[src/rtl/barrel_shifter_pkg.sv]
// barrel_shifter_pkg: op encoding and direction constants shared by pipelined_barrel_shifter and shift_stage
package barrel_shifter_pkg;
    typedef enum logic [1:0] {
        SH_LOGIC = 2'd0,
        SH_ROT   = 2'd1,
        SH_ARITH = 2'd2,
        SH_PASS  = 2'd3
    } shift_op_e;
    localparam logic DIR_RIGHT = 1'b0;
    localparam logic DIR_LEFT  = 1'b1;
endpackage

[src/rtl/pipelined_barrel_shifter_stage.sv]
// shift_stage: one registered 2**STAGE shift slot with valid/ready; carry and zero flags under BARREL_SHIFTER_FLAGS_EN
module shift_stage
    import barrel_shifter_pkg::*;
#(
    parameter int WIDTH = 8,
    parameter int SH_W  = $clog2(WIDTH),
    parameter int STAGE = 0
) (
    input  logic             clk,
    input  logic             rst_n,
    input  logic             in_valid,
    output logic             in_ready,
    input  logic [WIDTH-1:0] in_data,
    input  logic [SH_W-1:0]  in_shamt,
    input  logic             in_dir,
    input  shift_op_e        in_op,
`ifdef BARREL_SHIFTER_FLAGS_EN
    input  logic             in_carry,
    output logic             out_carry,
    output logic             out_zero,
`endif
    output logic             out_valid,
    input  logic             out_ready,
    output logic [WIDTH-1:0] out_data,
    output logic [SH_W-1:0]  out_shamt,
    output logic             out_dir,
    output shift_op_e        out_op
);
    localparam int AMT = 1 << STAGE;
    logic             act;
    logic [WIDTH-1:0] fill_r, fill_l, nxt;
    always_comb begin
        act    = in_shamt[STAGE] && in_op != SH_PASS;
        fill_r = in_op == SH_ROT ? in_data << (WIDTH - AMT) :
                 in_op == SH_ARITH ? {WIDTH{in_data[WIDTH-1]}} << (WIDTH - AMT) : '0;
        fill_l = in_op == SH_ROT ? in_data >> (WIDTH - AMT) : '0;
        nxt    = !act ? in_data :
                 in_dir == DIR_RIGHT ? (in_data >> AMT) | fill_r : (in_data << AMT) | fill_l;
    end
`ifdef BARREL_SHIFTER_FLAGS_EN
    logic nxt_carry;
    assign nxt_carry = !act ? in_carry : in_dir == DIR_LEFT ? in_data[WIDTH-AMT] : in_data[AMT-1];
`endif
    assign in_ready = !out_valid || out_ready;
    // Zero flag only matters on the final stage; earlier copies stay constant 0.
    always_ff @(posedge clk or negedge rst_n) begin
        if (!rst_n) begin
            out_valid <= 1'b0;
            out_data  <= '0;
            out_shamt <= '0;
            out_dir   <= DIR_RIGHT;
            out_op    <= SH_LOGIC;
`ifdef BARREL_SHIFTER_FLAGS_EN
            out_carry <= 1'b0;
            out_zero  <= 1'b0;
`endif
        end else if (in_ready) begin
            out_valid <= in_valid;
            if (in_valid) begin
                out_data  <= nxt;
                out_shamt <= in_shamt;
                out_dir   <= in_dir;
                out_op    <= in_op;
`ifdef BARREL_SHIFTER_FLAGS_EN
                out_carry <= nxt_carry;
                if (STAGE == SH_W - 1)
                    out_zero <= nxt == '0;
`endif
            end
        end
    end
endmodule

[src/rtl/pipelined_barrel_shifter.sv]
// pipelined_barrel_shifter: log2(WIDTH)-stage shift/rotate/arith/pass pipeline with valid/ready; BARREL_SHIFTER_FLAGS_EN adds out_carry/out_zero
module pipelined_barrel_shifter
    import barrel_shifter_pkg::*;
#(
    parameter int WIDTH = 8,
    parameter int SH_W  = $clog2(WIDTH)
) (
    input  logic             clk,
    input  logic             rst_n,
    input  logic             in_valid,
    output logic             in_ready,
    input  logic [WIDTH-1:0] in_data,
    input  logic [SH_W-1:0]  in_shamt,
    input  logic             in_dir,
    input  logic [1:0]       in_op,
    output logic             out_valid,
    input  logic             out_ready,
    output logic [WIDTH-1:0] out_data
`ifdef BARREL_SHIFTER_FLAGS_EN
    ,
    output logic             out_carry,
    output logic             out_zero
`endif
);
    logic             vld   [SH_W+1];
    logic             rdy   [SH_W+1];
    logic [WIDTH-1:0] data  [SH_W+1];
    logic [SH_W-1:0]  shamt [SH_W+1];
    logic             dir   [SH_W+1];
    shift_op_e        op    [SH_W+1];
`ifdef BARREL_SHIFTER_FLAGS_EN
    logic             carry [SH_W+1];
    logic             zero  [SH_W];
    assign carry[0]  = 1'b0;
    assign out_carry = carry[SH_W];
    assign out_zero  = zero[SH_W-1];
`endif
    assign vld[0]    = in_valid;
    assign data[0]   = in_data;
    assign shamt[0]  = in_shamt;
    assign dir[0]    = in_dir;
    assign op[0]     = shift_op_e'(in_op);
    assign rdy[SH_W] = out_ready;
    assign in_ready  = rdy[0];
    assign out_valid = vld[SH_W];
    assign out_data  = data[SH_W];
    for (genvar k = 0; k < SH_W; k++) begin : g_stage
        shift_stage #(.WIDTH(WIDTH), .SH_W(SH_W), .STAGE(k)) u_stage (
            .clk      (clk),
            .rst_n    (rst_n),
            .in_valid (vld[k]),
            .in_ready (rdy[k]),
            .in_data  (data[k]),
            .in_shamt (shamt[k]),
            .in_dir   (dir[k]),
            .in_op    (op[k]),
`ifdef BARREL_SHIFTER_FLAGS_EN
            .in_carry (carry[k]),
            .out_carry(carry[k+1]),
            .out_zero (zero[k]),
`endif
            .out_valid(vld[k+1]),
            .out_ready(rdy[k+1]),
            .out_data (data[k+1]),
            .out_shamt(shamt[k+1]),
            .out_dir  (dir[k+1]),
            .out_op   (op[k+1])
        );
    end
endmodule

[config.mk]
export PLATFORM = sky130hd
export DESIGN_NAME = pipelined_barrel_shifter
export DESIGN_NICKNAME = d
export VERILOG_FILES = /design/src/rtl/barrel_shifter_pkg.sv /design/src/rtl/pipelined_barrel_shifter_stage.sv /design/src/rtl/pipelined_barrel_shifter.sv
export SDC_FILE = /design/constraint.sdc
export NUM_CORES = 1
export LEC_CHECK = 0
export BUFFER_PORTS_ARGS = -buffer_cell sky130_fd_sc_hd__buf_2
export CAP_MARGIN = 20
export CORE_AREA = 2 2 60 62
export CTS_CLUSTER_DIAMETER = 200
export DETAILED_ROUTE_END_ITERATION = 7
export DIE_AREA = 0 0 62 64
export GPL_ROUTABILITY_DRIVEN = 0
export PLACE_DENSITY = 0.8
export SETUP_SLACK_MARGIN = 0.5
export SYNTH_ARGS = -nofsm -noshare
export SYNTH_HDL_FRONTEND = slang
export SYNTH_SLANG_ARGS = --single-unit
[constraint.sdc]
create_clock -name clk -period 1.94 [get_ports clk]
set_clock_uncertainty 0.05 [all_clocks]
set_input_delay 0.097 -clock clk [delete_from_list [all_inputs] [get_ports clk]]
set_output_delay 0.097 -clock clk [all_outputs]
set_load 0.01 [all_outputs]
==> flow_metrics.tcl <==
set metrics [dict create \
    slew_viol_final 0 \
    finalSetupTns_ns 0 \
    path_cells "and3b_2, a211oi_2, o22ai_1, mux2_2" \
    die_width_um 62 \
    grt_max_degree 37 \
    critPathRequiredTime_ns 2.12 \
    seq_area_frac_synth_pct 47.56 \
    num_io_pins 28 \
    syn_inst 197 \
    vias 1428 \
    track_usage_pct 20.12 \
    ys_warn_count 0 \
    syn_nets 215 \
    drc 0 \
    setup_ws_ns 0.5294 \
    switching_share_pct 34.81 \
    comb_power_share_pct 31.0 \
    synth.top_cell.area_share_pct 47.56 \
    path_max_fanout 6 \
    endpoint_kind "flop" \
    via_per_inst 5.368 \
    synth-edff-count 0 \
    post_drt_wl_per_cell_um 12.71 \
    status "finished, final reports clean" \
    detail_route.first_pass.iterations 4 \
    drt_wl_total_um 3380 \
    ys_ff_latch 36 \
    p_per_area_mw_per_mm2 1015 \
    drt_iter0_drc 51 \
    mappedNetlistArea_mm2 0.001894 \
    dieArea_mm2 0.003968 \
    seqPwrFrac_pct 52.3 \
    worst_slew_pin_slew_ns 0.7545 \
    hold_violations 0 \
    start_kind "flop" \
    grt_pass1_vias 1322 \
    syn_avg_cell_area_um2 9.616 \
    cts_buffer_depth 2 \
    hp-class "primary input to flop" \
    yosysUniqueCellTypes 32 \
    rsz0062_at_grt "true" \
    timing.hold.ws_ns 0.01912 \
    diodes 0 \
    min_period_ns 1.411 \
    path_class "flop to flop" \
    grt_pass1_wl_um 5920 \
    synth_area_leaders "dfrtp_1 48%, o21ai_0 7.1%, nand2_1 6.3%" \
    cts_tree "built" \
    fmaxAchievable_mhz 708.9 \
    clk_latency_ns 0.34 \
    maxCapViolCount 0 \
    core_area_mm2 0.003284 \
    port_buffers 27 \
    peakVddDrop_mv 0.6230 \
    cts-buffers-inserted 5 \
    antenna_left 0 \
    layout.nets 238 \
    start_util_pct 57.68 \
    cpMaxStageDelayCell "dfrtp_2" \
    nFillCells 289 \
    intPower_uw 1402 \
    path_clk_slew_ns 0.10 \
    cts-htree-levels 2 \
    worstPathArrival_ns 1.59 \
    syn2layout_area_growth_pct 11.82 \
    dp.final_hpwl_um 2547 \
    yosysTopAreaCell "dfrtp_1" \
    relSlewSlack_pct 49.70 \
    synth_top_cells_by_count "36 x dfrtp_1, 32 x nand2_1, 27 x o21ai_0, 10 x mux2i_1" \
    min_period_over_period_pct 72.71 \
    fp-row-count 21 \
    switchingPower_uw 748.7 \
    yosysMostFrequentCell "dfrtp_1" \
    antenna_found_initial 0 \
    total_leakage_power_uw 0.0009769 \
    clock-sinks 36 \
    critPathMaxStageDelay_ns 0.46 \
    setup_violations 0 \
    clkPwrFrac_pct 16.7 \
    cts-root-buf "clkbuf_4" \
    die_h_um 64 \
    drive_gt1_share_pct 27.27 \
    grt_overflow 0 \
    synthFlopType "dfrtp_1" \
    synthArstFlopShare_pct 100.0 \
    place_ws_ns 0.4483 \
]
[worst paths after layout]
path,slack (ns),cells past startpoint,end,start
setup / recovery,0.53,4,g_stage[1].u_stage.out_data[6],g_stage[0].u_stage.out_op[1]
hold / removal,0.02,3,g_stage[0].u_stage.out_data[7],in_shamt[0]
setup reg to reg,0.53,4,g_stage[1].u_stage.out_data[6],g_stage[0].u_stage.out_op[1]
hold reg to reg,0.43,2,g_stage[2].u_stage.out_data[7],g_stage[2].u_stage.out_data[7]
max in group asynchronous,0.99,2,g_stage[0].u_stage.out_dir,rst_n
min in group asynchronous,0.30,2,g_stage[2].u_stage.out_data[1],rst_n
[timing repair]
item / in CTS / in global routing
resized for setup: 6 / 5
endpoints found under the setup margin: 11 / 11
hold buffers: 4 / 0
pin swaps: 0 / 2
gates cloned: 0 / 0
endpoints found under the hold margin: 39 / 0
setup buffers: 1 / 0
[area by class of cell]
cell class                 instances  area (um2)  area share, %
timing repair buffer              33       190.2          8.978
tap                               46       57.56          2.717
multi-input combinational        137       893.4          42.17
clock buffer                       6       41.29          1.949
clock inverter                     1       5.005         0.2363
sequential                        36       904.6          42.71
inverter                           7       26.28          1.240
[cell usage in the layout (no fill, tap or decap)]
cell type	Yosys	final
a211oi_1	3	3
a211oi_2	2	2
a21bo_2	1	1
a21boi_2	2	2
a21boi_4	0	1
a21o_1	3	3
a21oi_1	7	7
a21oi_4	0	1
a22oi_1	4	4
a31o_2	1	1
and3b_2	0	1
buf_2	7	27
buf_4	9	2
clkbuf_1	1	1
clkbuf_4	0	5
clkinv_2	0	1
dfrtp_1	36	33
dfrtp_2	0	3
dlygate4sd3_1	0	4
inv_1	7	7
mux2_2	9	9
mux2i_1	10	10
nand2_1	32	30
nand2_2	0	1
nand2_4	0	1
nand2b_1	5	5
nand3_1	1	1
nand3b_1	2	2
nand4b_1	2	2
nor2_1	8	8
nor2b_1	2	1
nor2b_2	0	1
nor4bb_1	1	1
o21ai_0	27	27
o21ai_1	3	3
o221ai_1	2	2
o22ai_1	2	2
o31ai_1	4	4
or2_2	1	1
[power by group through the flow]
stage	Combinational, uW	Clock, uW	Sequential [uW]
global route	767	409	1160
finish	666	359	1130
CTS	659	369	1120
floorplan	583	0	1080
global placement	630	0	1120
detailed placement	641	0	1130
[logic make-up after synthesis]
logic type	count (synthesis)	share of synthesized area [%]
AND/OR/NAND/NOR	55	13.54
multiplexers	19	10.63
flip-flops	36	47.56
buffers and inverters	24	7.001
AO/OA/AOI/OAI	63	21.27
[worst max-delay path: cells and delay by family (launching register included)]
kind | cells | cell delay [ns]
multiplexers | 1 | 0.26
AO/OA/AOI/OAI | 2 | 0.29
AND/OR/NAND/NOR | 1 | 0.25
flip-flops | 1 | 0.46
[per-layer routing]
| metal | track usage [%] | part of all wire, % |
|---|---|---|
| met1 | 25.56 | 45 |
| met2 | 32.16 | 50 |
| met3 | 5.466 | 3.4 |
| met4 | 7.181 | 1.7 |
| met5 | 0 | 0 |
[through the flow]
step	cells	instance area [um2]	utilization, %	total power, uW
2_1_floorplan	197	1894	-	1663
3_3_place_gp	254	1988	60.53	1752
3_5_place_dp	254	1988	60.53	1776
4_1_cts	266	2098	63.89	2151
5_1_grt	266	2118	64.50	2340
6_report	266	2118	64.50	2151
[state kept, by name, indices dropped and copies added (netlist names)]
register                   cells
g_stage.u_stage.out_data      24
g_stage.u_stage.out_valid      3
g_stage.u_stage.out_shamt      3
g_stage.u_stage.out_op         4
g_stage.u_stage.out_dir        2
Power figures use the tool's default switching activity.
